<file path="src/rtl/alu_pkg.sv">
// Shared ALU types and constants for the op sequencer: datapath widths,
// opcode encodings and the issue FSM state enum.
package alu_pkg;

   localparam int ALU_DATA_W = 4;
   localparam int ALU_SEL_W  = 3;

   localparam logic [2:0] OP_ADD        = 3'b000;
   localparam logic [2:0] OP_SUB        = 3'b001;
   localparam logic [2:0] OP_AND        = 3'b010;
   localparam logic [2:0] OP_OR         = 3'b011;
   localparam logic [2:0] OP_XOR        = 3'b100;
   localparam logic [2:0] OP_LAST_LEGAL = OP_XOR;

   typedef enum logic [1:0] {
      IDLE  = 2'd0,
      ISSUE = 2'd1,
      HOLD  = 2'd2
   } seq_state_t;

endpackage

</file>
<file path="src/rtl/alu_cmd_fifo.sv">
// Synchronous command FIFO for the op sequencer. Full/empty come from
// pointers carrying one extra wrap bit, so all DEPTH entries are usable.
module alu_cmd_fifo #(
   parameter int WIDTH = 11,
   parameter int DEPTH = 4
) (
   input  logic             clk,
   input  logic             rst_n,
   input  logic             push,
   input  logic [WIDTH-1:0] wdata,
   input  logic             pop,
   output logic [WIDTH-1:0] rdata,
   output logic             full,
   output logic             empty
);

   localparam int AW = $clog2(DEPTH);

   logic [WIDTH-1:0] mem [DEPTH];
   logic [AW:0]      wr_ptr;
   logic [AW:0]      rd_ptr;

   assign empty = (wr_ptr == rd_ptr);
   assign full  = (wr_ptr[AW] != rd_ptr[AW]) && (wr_ptr[AW-1:0] == rd_ptr[AW-1:0]);
   assign rdata = mem[rd_ptr[AW-1:0]];

   always_ff @(posedge clk or negedge rst_n) begin
      if (!rst_n) begin
         wr_ptr <= '0;
         rd_ptr <= '0;
      end else begin
         if (push && !full) begin
            wr_ptr <= wr_ptr + 1'b1;
         end
         if (pop && !empty) begin
            rd_ptr <= rd_ptr + 1'b1;
         end
      end
   end

   // Storage needs no reset: an entry is only read after it has been written.
   always_ff @(posedge clk) begin
      if (push && !full) begin
         mem[wr_ptr[AW-1:0]] <= wdata;
      end
   end

endmodule

</file>
<file path="src/rtl/alu_op_sequencer.sv">
// Issue stage for the 4-bit combinational ALU: buffers commands, issues them one at
// a time and returns results in order. Define ALU_OP_CHECK_EN to reject illegal opcodes.
module alu_op_sequencer
   import alu_pkg::*;
#(
   parameter int DATA_W = ALU_DATA_W,
   parameter int SEL_W  = ALU_SEL_W,
   parameter int DEPTH  = 4
) (
   input  logic              clk,
   input  logic              rst_n,
   input  logic              cmd_valid,
   output logic              cmd_ready,
   input  logic [DATA_W-1:0] cmd_a,
   input  logic [DATA_W-1:0] cmd_b,
   input  logic [SEL_W-1:0]  cmd_sel,
   output logic [DATA_W-1:0] alu_a,
   output logic [DATA_W-1:0] alu_b,
   output logic [SEL_W-1:0]  alu_sel,
   input  logic [DATA_W-1:0] alu_y,
   output logic              res_valid,
   input  logic              res_ready,
   output logic [DATA_W-1:0] res_y,
   output logic [SEL_W-1:0]  res_sel,
   output logic              res_zero,
   output logic [7:0]        issue_cnt
`ifdef ALU_OP_CHECK_EN
  ,output logic              cmd_err
`endif
);

   localparam int CMD_W = 2 * DATA_W + SEL_W;

   seq_state_t        state;
   logic              cmd_fire;
   logic              fifo_push;
   logic              fifo_pop;
   logic              fifo_full;
   logic              fifo_empty;
   logic [CMD_W-1:0]  fifo_head;
   logic [DATA_W-1:0] head_a;
   logic [DATA_W-1:0] head_b;
   logic [SEL_W-1:0]  head_sel;

   assign cmd_ready = !fifo_full;
   assign cmd_fire  = cmd_valid && cmd_ready;
   assign {head_a, head_b, head_sel} = fifo_head;

`ifdef ALU_OP_CHECK_EN
   logic cmd_legal;

   assign cmd_legal = (cmd_sel <= SEL_W'(OP_LAST_LEGAL));
   assign fifo_push = cmd_fire && cmd_legal;

   // A rejected command still completes its handshake; it is flagged for one cycle.
   always_ff @(posedge clk or negedge rst_n) begin
      if (!rst_n) begin
         cmd_err <= 1'b0;
      end else begin
         cmd_err <= cmd_fire && !cmd_legal;
      end
   end
`else
   assign fifo_push = cmd_fire;
`endif

   // The pre-edge empty flag gates the pop, so a fresh push waits one cycle.
   assign fifo_pop = !fifo_empty && ((state == IDLE) || ((state == HOLD) && res_ready));

   alu_cmd_fifo #(
      .WIDTH (CMD_W),
      .DEPTH (DEPTH)
   ) u_fifo (
      .clk   (clk),
      .rst_n (rst_n),
      .push  (fifo_push),
      .wdata ({cmd_a, cmd_b, cmd_sel}),
      .pop   (fifo_pop),
      .rdata (fifo_head),
      .full  (fifo_full),
      .empty (fifo_empty)
   );

   always_ff @(posedge clk or negedge rst_n) begin
      if (!rst_n) begin
         state     <= IDLE;
         alu_a     <= '0;
         alu_b     <= '0;
         alu_sel   <= '0;
         res_valid <= 1'b0;
         res_y     <= '0;
         res_sel   <= '0;
         res_zero  <= 1'b1;
         issue_cnt <= '0;
      end else begin
         if (fifo_pop) begin
            alu_a     <= head_a;
            alu_b     <= head_b;
            alu_sel   <= head_sel;
            issue_cnt <= issue_cnt + 8'd1;
         end
         case (state)
            IDLE: begin
               if (fifo_pop) begin
                  state <= ISSUE;
               end
            end
            ISSUE: begin
               res_y     <= alu_y;
               res_sel   <= alu_sel;
               res_zero  <= (alu_y == '0);
               res_valid <= 1'b1;
               state     <= HOLD;
            end
            HOLD: begin
               if (res_ready) begin
                  res_valid <= 1'b0;
                  state     <= fifo_pop ? ISSUE : IDLE;
               end
            end
            default: begin
               state <= IDLE;
            end
         endcase
      end
   end

endmodule

</file>
<file path="config.mk">
export PLATFORM = sky130hd
export DESIGN_NAME = alu_op_sequencer
export DESIGN_NICKNAME = d
export VERILOG_FILES = /design/src/rtl/alu_pkg.sv /design/src/rtl/alu_cmd_fifo.sv /design/src/rtl/alu_op_sequencer.sv
export SDC_FILE = /design/constraint.sdc
export NUM_CORES = 1
export LEC_CHECK = 0
export CELL_PAD_IN_SITES_DETAIL_PLACEMENT = 0
export CELL_PAD_IN_SITES_GLOBAL_PLACEMENT = 2
export CORE_ASPECT_RATIO = 2
export CORE_MARGIN = 5
export CORE_UTILIZATION = 35
export CTS_CLUSTER_DIAMETER = 50
export DETAILED_ROUTE_END_ITERATION = 10
export GPL_ROUTABILITY_DRIVEN = 0
export PLACE_DENSITY_LB_ADDON = 0.2
export SETUP_SLACK_MARGIN = 0.5
export SLEW_MARGIN = 20
export SYNTH_ARGS = -nofsm -noshare
export SYNTH_HDL_FRONTEND = slang
export SYNTH_SLANG_ARGS = --single-unit
</file>
<file path="constraint.sdc">
create_clock -name clk -period 1.65 [get_ports clk]
set_input_delay 0.165 -clock clk [delete_from_list [all_inputs] [get_ports clk]]
set_output_delay 0.165 -clock clk [all_outputs]
set_load 0.05 [all_outputs]
</file>
# Yosys cells after proc, flatten, opt, wreduce, memory -nomap -nowiden

Memories as Yosys holds them, arrays and structs flattened. A register that Yosys moved wholly into a read port is not among the register bits.
Cells that the tools add are included.

Multiplexer cells: 8
Equal/unequal tests: 7
$add $sub $neg: 3
Reduce and logical (&&, ||, !) cells: 15

Operator list:

| operator                                                        | number |
|---|---|
| 8-bit by 1-bit adder with 8-bit output, second input constant   | 1 |
| 3-bit by 1-bit adder with 3-bit output, second input constant   | 2 |
| 1-bit logical AND                                               | 6 |
| 2-bit one-hot mux with 3 select lines                           | 1 |
| 4-bit zero test                                                 | 1 |
| 1-bit two-way mux                                               | 4 |
| 2-bit two-way mux                                               | 2 |
| 2-bit inequality test, second input constant                    | 2 |
| 2-bit AND reduction                                             | 2 |
| 3-bit == test                                                   | 1 |
| 1-bit zero test                                                 | 3 |
| 2-bit by 1-bit == test with 1-bit output, second input constant | 1 |
| 2-bit == test                                                   | 1 |
| 2-bit == test, second input constant                            | 1 |
| 2-bit zero test                                                 | 1 |
| 1-bit one-hot mux with 2 select lines                           | 1 |
| 2-bit nonzero test                                              | 1 |
| 1-bit logical OR                                                | 1 |
| 1-bit inequality test                                           | 1 |

Logic and storage cells: 42
RAM bits: 44
Output and inout bits: 29
Memories kept: 1
Bits in registers: 25

Memory list:

| name       | words | bits a word | read ports | clocked after memory_dff | write ports | RTL line           | text |
|---|---|---|---|---|---|---|---|
| u_fifo.mem | 4     | 11          | 1          | 1                        | 1           | alu_cmd_fifo.sv:19 | `logic [WIDTH-1:0] mem [DEPTH];` |

# Depth between registers and ports, before layout

Gate-level depths: netlist of run 1.

Depth in word-level cells: 7
Depth in mapped cells: 5
Gate-level depth less buffers: 4

# By module

A second synthesis of run 1 with hierarchy kept.

Cell total of the unflattened synthesis: 219
Area total of the unflattened synthesis: 3299.4 um^2

Modules (own cells, without submodules):

| module           | cells an instance | area an instance (um^2) | sequential area each (um^2) | times used |
|---|---|---|---|---|
| alu_cmd_fifo     | 107               | 2084.5                  | 1471.4                      | 1 |
| alu_op_sequencer | 112               | 1214.9                  | 752.0                       | 1 |

# Worst setup path after synthesis of run 1

OpenSTA, ideal clock, no wires.

Path type: register to register
Start point: register u_fifo.rd_ptr[0]
End point: register u_fifo.wr_ptr[2]
Slack: -447 ps
Stages on the path, launching flop included: 5
Arrival time: 1952 ps
Path buffers: 0
Cell sequence: dfrtp_1 -> xnor2_1 -> nand3b_1 -> and3_1 -> xor2_1

Cells in the longest elaborated chain, start to end: 5

Ends and longest elaborated chain:

| element                  | RTL line               | text |
|---|---|---|
| start: declaration       | alu_cmd_fifo.sv:21     | `logic [AW:0] rd_ptr;` |
| start signal: assignment | alu_cmd_fifo.sv:36     | `rd_ptr <= rd_ptr + 1'b1;` |
| 2-bit == test *          | alu_cmd_fifo.sv:24     | `assign full = (wr_ptr[AW] != rd_ptr[AW]) && (wr_ptr[AW-1:0] == rd_ptr[AW-1:0]);` |
| 1-bit logical AND *      | alu_cmd_fifo.sv:24     |  |
| 1-bit zero test *        | alu_op_sequencer.sv:45 | `assign cmd_ready = !fifo_full;` |
| via cmd_ready            | alu_op_sequencer.sv:13 | `output logic cmd_ready,` |
| 1-bit logical AND        | alu_op_sequencer.sv:46 | `assign cmd_fire = cmd_valid && cmd_ready;` |
| 1-bit logical AND *      | alu_cmd_fifo.sv:32     | `if (push && !full) begin` |
| end signal: assignment   | alu_cmd_fifo.sv:33     | `wr_ptr <= wr_ptr + 1'b1;` |
| end: declaration         | alu_cmd_fifo.sv:20     | `logic [AW:0] wr_ptr;` |

The timed path passes the listed nets; every way through them passes the cells marked *.
A chain may end at the register's enable or synchronous reset.

# Final worst setup path of run 1

Start point: register u_fifo.rd_ptr[2]
End point: output cmd_ready

Cells in the longest elaborated chain, start to end: 3

Ends and longest elaborated chain:

| element               | RTL line |
|---|---|
| 1-bit inequality test | alu_cmd_fifo.sv:24 |
| 1-bit logical AND     | alu_cmd_fifo.sv:24 |
| 1-bit zero test       | alu_op_sequencer.sv:45 |
| end: declaration      | alu_op_sequencer.sv:13 |

No other way between the ends.

==> results.tsv, run 1 <==
stage	metric	value	unit
logic_synthesis	synth_area_leader_cell	edfxtp_1	
setup_path	crit_type	register to output port	
global_routing	first_global_vias	1969	
setup_path	critPathCaptureType	output port	
setup_path	required	1.48	ns
timing	final_hold_viol_count	0	
floorplan	ioPinCount	48	
floorplan	core	0.00889	mm2
route	wl	7440	um
final_layout	diodes	0	
placed_design	numPortBuffers	47	
route	vias	1799	
cts	cts_buffer_depth	2	
timing	final-setup-viol-count	17	
route	antenna_left	0	
timing	drv_slew	0	
final_layout	fillers	740	
route	via_per_inst	5.03	
timing	finalClockSkew	0.00842	ns
timing	slew-limit-headroom	65.5	%
logic_synthesis	ys_seq_area_share	71.1	%
floorplan	start_util	35.2	%
job	drv_cap	0	
setup_path	slowest_stage	dfrtp_1	
cts	cts_root_buf	clkbuf_16	
final_layout	areaGrowthSynthToFinish	42.6	%
logic_synthesis	yosysTopAreaCellShare	42.2	%
logic_synthesis	ys_seq_elements	80	
final_layout	layout.nets	276	
route	wl_per_cell	20.8	um
logic_synthesis	synthArstFlopShare	45.0	%
setup_path	crit_family	flip-flops	
setup_path	worst-path-max-fanout	4	
setup_path	cp.arrival	1.52	ns
logic_synthesis	synth.most_common_cell	edfxtp_1	
timing	rsz0062_at_grt	true	
setup_path	path_buf_inv	2	
timing	fin_tns_setup	-0.155	ns
outcome	status	complete, but fails checks	
timing	setup_ws	-0.0309	ns
global_routing	grt_usage	13.3	%
global_routing	antenna_found_initial	0	
cts	clkSinkCount	80	
setup_path	cpPeakStageDelay	0.41	ns
timing	fin_crit_sh	102	%
timing	tightest_slew	0.517	ns
floorplan	die_x	76.9	um
logic_synthesis	synth_cells	168	
timing	hold_ws	0.374	ns
cts	clk_pin_slew_worst_paths	0.06	ns
final_layout	final_cells	358	
floorplan	dieArea	0.0110	mm2
logic_synthesis	synthTopCellsByCount	44 x edfxtp_1, 35 x dfrtp_1, 21 x mux2_2, 11 x xnor2_1, 10 x mux4_2	
route	drtIter0Drc	39	
setup_path	path_cells	xnor2_2 -> nand3b_1 -> buf_4 -> buf_12	
floorplan	die_y	144	um
setup_path	crit_path_start_kind	register	
logic_synthesis	synth_ff_type	edfxtp_1	
logic_synthesis	syn-cell-area	0.00313	mm2
logic_synthesis	synth_fp_nets	193	
logic_synthesis	synthTopCellsByArea	edfxtp_1 42%, dfrtp_1 28%, mux2_2 7.6%	
floorplan	rows	49	
cts	worstSkewPairLatency	0.34	ns
cts	cts_tree	done	
timing	fmax	0.595	GHz
global_routing	grt_first_pass_wirelength	10800	um
outcome	violations	negative setup slack	
cts	cts_made_buffers	9	
route	firstDrtPassIters	4	
timing	fin_crit	1.68	ns
worst_hold_path	hp-class	primary input to asynchronous set/reset pin	
cts	htree_levels	3	
logic_synthesis	synth_warnings	0	
route	drcViolationCount	0	
logic_synthesis	yosysUniqueCellTypes	26	
placed_design	dpl.hpwl	4150	um
placed_design	pre_cts_slack	-0.112	ns
placed_design	placed_cells	319	
global_routing	grt_max_degree	37	
logic_synthesis	syn_area_per_cell	18.6	um2
global_routing	overflow	0	
final_layout	drive_gt1_share	50.4	%
logic_synthesis	synth-edff-count	44	
path summary, 6_finish.rpt:
path | from | end | slack (ns) | depth (start not counted)
setup / recovery | u_fifo.rd_ptr[2] | cmd_ready | -0.03 | 4
hold / removal | rst_n | res_valid | 0.37 | 2
setup reg to reg | u_fifo.rd_ptr[2] | u_fifo.wr_ptr[1] | -0.03 | 6
hold reg to reg | issue_cnt[7] | issue_cnt[7] | 0.48 | 1
max in group asynchronous | rst_n | issue_cnt[2] | 0.90 | 2
min in group clk | cmd_b[1] | u_fifo.mem[2][4] | 0.46 | 1
cell families (layout without fill, tap and decap cells):
family | count (synthesis) | count (layout) | share of synthesized area, %
flip-flops | 80 | 80 | 71.1
multiplexers | 32 | 32 | 15.6
AND/OR/NAND/NOR | 23 | 28 | 4.20
XOR/XNOR | 14 | 14 | 3.92
buffers and inverters | 8 | 91 | 1.36
adder cells (fa/ha/maj) | 6 | 6 | 2.40
AO/OA/AOI/OAI | 5 | 5 | 1.48
layer usage:
| metal | vias to the layer above | wire [um] | global-route usage [%] |
|---|---|---|---|
| met5 | - | 0 | 0 |
| met4 | 0 | 176 | 7.10 |
| met3 | 9 | 307 | 3.89 |
| met2 | 52 | 4430 | 23.9 |
| met1 | 924 | 2530 | 13.6 |
| li1 | 814 | - | - |
layout make-up:
class | count | area [um2] | area share [%]
Clock buffer | 9 | 225 | 5.05
Clock inverter | 7 | 56.3 | 1.26
Inverter | 3 | 11.3 | 0.252
Multi-Input combinational cell | 85 | 1090 | 24.4
Sequential cell | 80 | 2230 | 49.9
Tap cell | 102 | 128 | 2.86
Timing Repair Buffer | 72 | 724 | 16.2
sequential cells by signal (all words and copies together) (netlist names):
signal	count
u_fifo.wr_ptr	3
res_zero	1
u_fifo.rd_ptr	3
alu_sel	3
u_fifo.mem	44
res_valid	1
alu_a	4
alu_b	4
res_sel	3
res_y	4
state	2
issue_cnt	8
worst register-to-register path: stages, from the launching register on:
cell and delay [ns]:
dfrtp_1 0.41, xnor2_2 0.18, nand3b_1 0.26, buf_4 0.21, buf_4 0.13, nand2_2 0.07, mux2_4 0.30
metrics by stage:
step                      utilization [%]  area, um2
after floorplan                         -       3260
after global placement               43.1       3830
after detailed placement             43.1       3830
after CTS                            47.8       4250
after global routing                 50.2       4460
final                                50.2       4460
layout by cell type (no fill, tap or decap), types with 2 or more instances in the layout:
cell,count
clkdlybuf4s50_1,17
mux2_4,14
xnor2_1,6
dfrtp_1,31
dfrtp_2,4
nand2_1,2
clkbuf_4,2
buf_2,3
buf_12,3
buf_6,11
buf_8,2
xor2_1,2
ha_1,6
inv_1,3
and3_4,8
nand4_1,3
a21oi_1,2
mux4_2,11
clkinv_4,3
buf_4,30
nand2b_4,2
o21ai_0,2
edfxtp_1,44
mux2_2,7
inv_6,2
and2_1,3
nand2_4,2
xnor2_2,4
clkbuf_16,12
what timing repair did:
item / 4_1_cts / 5_1_grt
resized for setup: 38 / 16
hold endpoints to repair: 35 / 0
hold buffers: 1 / 0
setup buffers: 6 / 7
endpoints found under the setup margin: 89 / 116
cloned: 4 / 5
pin swaps: 9 / 7
Power of run 1 is left out: the tool's default activity adds up to more than one toggle a clock period on the data nets, which glitch-free logic cannot reach.
==> run 2, diff against run 1 <==
--- a/config.mk
+++ b/config.mk
@@ -19,3 +19,4 @@
 export SYNTH_ARGS = -nofsm -noshare
 export SYNTH_HDL_FRONTEND = slang
 export SYNTH_SLANG_ARGS = --single-unit
+export TNS_END_PERCENT = 5
==> results.tsv, run 2 (same netlist as run 1, synthesis figures left out) <==
stage	metric	value	unit	change
timing	finalClockSkew	0.00644	ns	was 0.00842 ns
route	antenna_left	0		unchanged
placed_design	pre_cts_slack	-0.0901	ns	was -0.112 ns
route	wl	6720	um	was 7440 um
floorplan	ioPinCount	48		unchanged
timing	fin_crit	1.64	ns	was 1.68 ns
setup_path	cp.arrival	1.47	ns	was 1.52 ns
route	wl_per_cell	19.5	um	was 20.8 um
setup_path	rrSetupSlack	0.03	ns	was -0.03 ns
floorplan	die_x	76.9	um	unchanged
cts	cts_tree	done		unchanged
timing	slew-limit-headroom	69.1	%	was 65.5%
route	via_per_inst	4.97		was 5.03
floorplan	die_y	144	um	unchanged
cts	cts_made_buffers	9		unchanged
floorplan	start_util	35.2	%	unchanged
global_routing	first_global_vias	1957		was 1,969
setup_path	worst-path-max-fanout	2		was 4
final_layout	fin_util	48.9	%	was 50.2%
timing	setup_ws	0.0115	ns	was -0.0309 ns
timing	final-setup-viol-count	0		was 17
route	firstDrtPassIters	4		unchanged
floorplan	dieArea	0.0110	mm2	unchanged
route	drtIter0Drc	30		was 39
timing	rsz0062_at_grt	true		unchanged
final_layout	final_cells	345		was 358
cts	cts_root_buf	clkbuf_16		unchanged
timing	final_hold_viol_count	0		unchanged
global_routing	overflow	0		unchanged
setup_path	timing.rr.start	u_fifo.rd_ptr[1]		was u_fifo.rd_ptr[2]
timing	fin_tns_setup	0	ns	was -0.155 ns
setup_path	cpPeakStageDelay	0.44	ns	was 0.41 ns
final_layout	areaGrowthSynthToFinish	39.0	%	was 42.6%
setup_path	path_buf_inv	2		unchanged
worst_hold_path	hp-class	primary input to asynchronous set/reset pin		unchanged
job	drv_cap	0		unchanged
floorplan	rows	49		unchanged
setup_path	required	1.48	ns	about the same
placed_design	placed_cells	320		was 319
final_layout	multiInputGateArea	0.00110	mm2	was 0.00109 mm2
outcome	status	finished, final reports clean		was complete, but fails checks
global_routing	grt_first_pass_wirelength	10800	um	about the same
cts	clk_pin_slew_worst_paths	0.06	ns	about the same
route	vias	1716		was 1,799
global_routing	grt_usage	13.3	%	about the same
setup_path	cp-startpoint	u_fifo.rd_ptr[0]		was u_fifo.rd_ptr[2]
final_layout	fillers	756		was 740
setup_path	r2r_end	alu_a[2]		was u_fifo.wr_ptr[1]
cts	worstSkewPairLatency	0.32	ns	was 0.34 ns
cts	htree_levels	3		unchanged
setup_path	path_cells	xnor2_2 -> nand3b_1 -> buf_4 -> buf_12		unchanged
timing	tightest_slew	0.463	ns	was 0.517 ns
timing	fin_crit_sh	99.3	%	was 102%
final_layout	diodes	0		unchanged
setup_path	crit_family	flip-flops		unchanged
pwr	ir_worst_vdd	1030	uV	
setup_path	critPathCaptureType	output port		unchanged
timing	drv_slew	0		unchanged
route	drcViolationCount	0		unchanged
pwr	p_leak	1.78	nW	
final_layout	layout.nets	263		was 276
floorplan	core	0.00889	mm2	unchanged
pwr	p_total	10.5	mW	
setup_path	crit_path_start_kind	register		unchanged
cts	clkSinkCount	80		unchanged
placed_design	dpl.hpwl	4210	um	was 4150 um
timing	fmax	0.610	GHz	was 0.595 GHz
setup_path	slowest_stage	dfrtp_2		was dfrtp_1
setup_path	crit_type	register to output port		unchanged
placed_design	numPortBuffers	47		unchanged
global_routing	antenna_found_initial	0		unchanged
setup_path	ff2ff_path_depth	4		was 6
final_layout	final_common_cell	edfxtp_1		unchanged
final_layout	drive_gt1_share	46.9	%	was 50.4%
final_layout	largest_reg_flops	44		unchanged
final_layout	ff_latch_area	0.00223	mm2	about the same
global_routing	grt_max_degree	24		was 37
cts	cts_buffer_depth	2		unchanged
pwr	power_density	2420	mW/mm2	
final_layout	final_cell_mix	44 x edfxtp_1, 33 x dfrtp_1, 27 x buf_4		was 44 x edfxtp_1, 31 x dfrtp_1, 30 x buf_4
[run 2: what timing repair did]
| action | 4_1_cts | 5_1_grt |
|---|---|---|
| resized for setup | 51 | 9 |
| endpoints found under the hold margin | 18 | 0 |
| endpoints found under the setup margin | 84 | 85 |
| setup buffers | 3 | 1 |
| hold buffers | 1 | 0 |
| pin swaps | 24 | 12 |
| gates cloned | 4 | 0 |
[run 2: layer usage]
layer | GRT usage [%] | part of all wire (%) | vias to the layer above
met1 | 13.4 | 37 | 873
met3 | 3.76 | 4.3 | 10
met2 | 25.1 | 57 | 43
met4 | 5.53 | 1.8 | 0
met5 | 0 | 0 | -
li1 | - | - | 790
[run 2: area by class of cell]
class                   count  share of cell area [%]
clock inverters             1                   0.201
inverters                   3                   0.259
flip-flops and latches     80                    51.2
well taps                 102                    2.93
repair buffers             60                    13.2
clock buffers              15                    6.87
multi-input cells          84                    25.4
[run 2: worst register-to-register path, stage by stage, from the launching register on]
cell and delay (ns):
dfrtp_1 0.42, xnor2_2 0.17, a311oi_4 0.33, buf_12 0.25
mux2_4 0.34
[run 2: how the worst max path moves through the flow]
stage               cells after the start  slack (ns)                to
floorplan                               3       -0.24  u_fifo.mem[0][0]
global placement                        5       -0.08          alu_a[2]
detailed placement                      5       -0.09          alu_b[3]
CTS                                     4      -0.006         cmd_ready
global route                            4       -0.07         cmd_ready
finish                                  4        0.01         cmd_ready
[run 2: where the power goes]
| part | internal, mW | total (mW) | switching (mW) |
|---|---|---|---|
| Combinational | 2.47 | 5.25 | 2.78 |
| Clock | 1.24 | 1.95 | 0.709 |
| Sequential | 2.86 | 3.32 | 0.456 |
| Total | 6.57 | 10.5 | 3.94 |
[run 2: metrics by stage]
stage,area [um2],hold WS (ns)
after floorplan,3180,-0.131
after global placement,3770,0.133
after detailed placement,3770,0.153
after CTS,4300,0.334
after global routing,4350,0.385
final,4350,0.332
No activity file was read; power rests on OpenSTA's default activity.
==> run 3, diff against run 2 <==
--- a/config.mk
+++ b/config.mk
@@ -13,6 +13,7 @@
 export CTS_CLUSTER_DIAMETER = 50
 export DETAILED_ROUTE_END_ITERATION = 10
 export GPL_ROUTABILITY_DRIVEN = 0
+export HOLD_SLACK_MARGIN = 0.12
 export PLACE_DENSITY_LB_ADDON = 0.2
 export SETUP_SLACK_MARGIN = 0.5
 export SLEW_MARGIN = 20
==> results of run 3 <==
The final DEF is identical to that of run 2; final timing and power are the same.
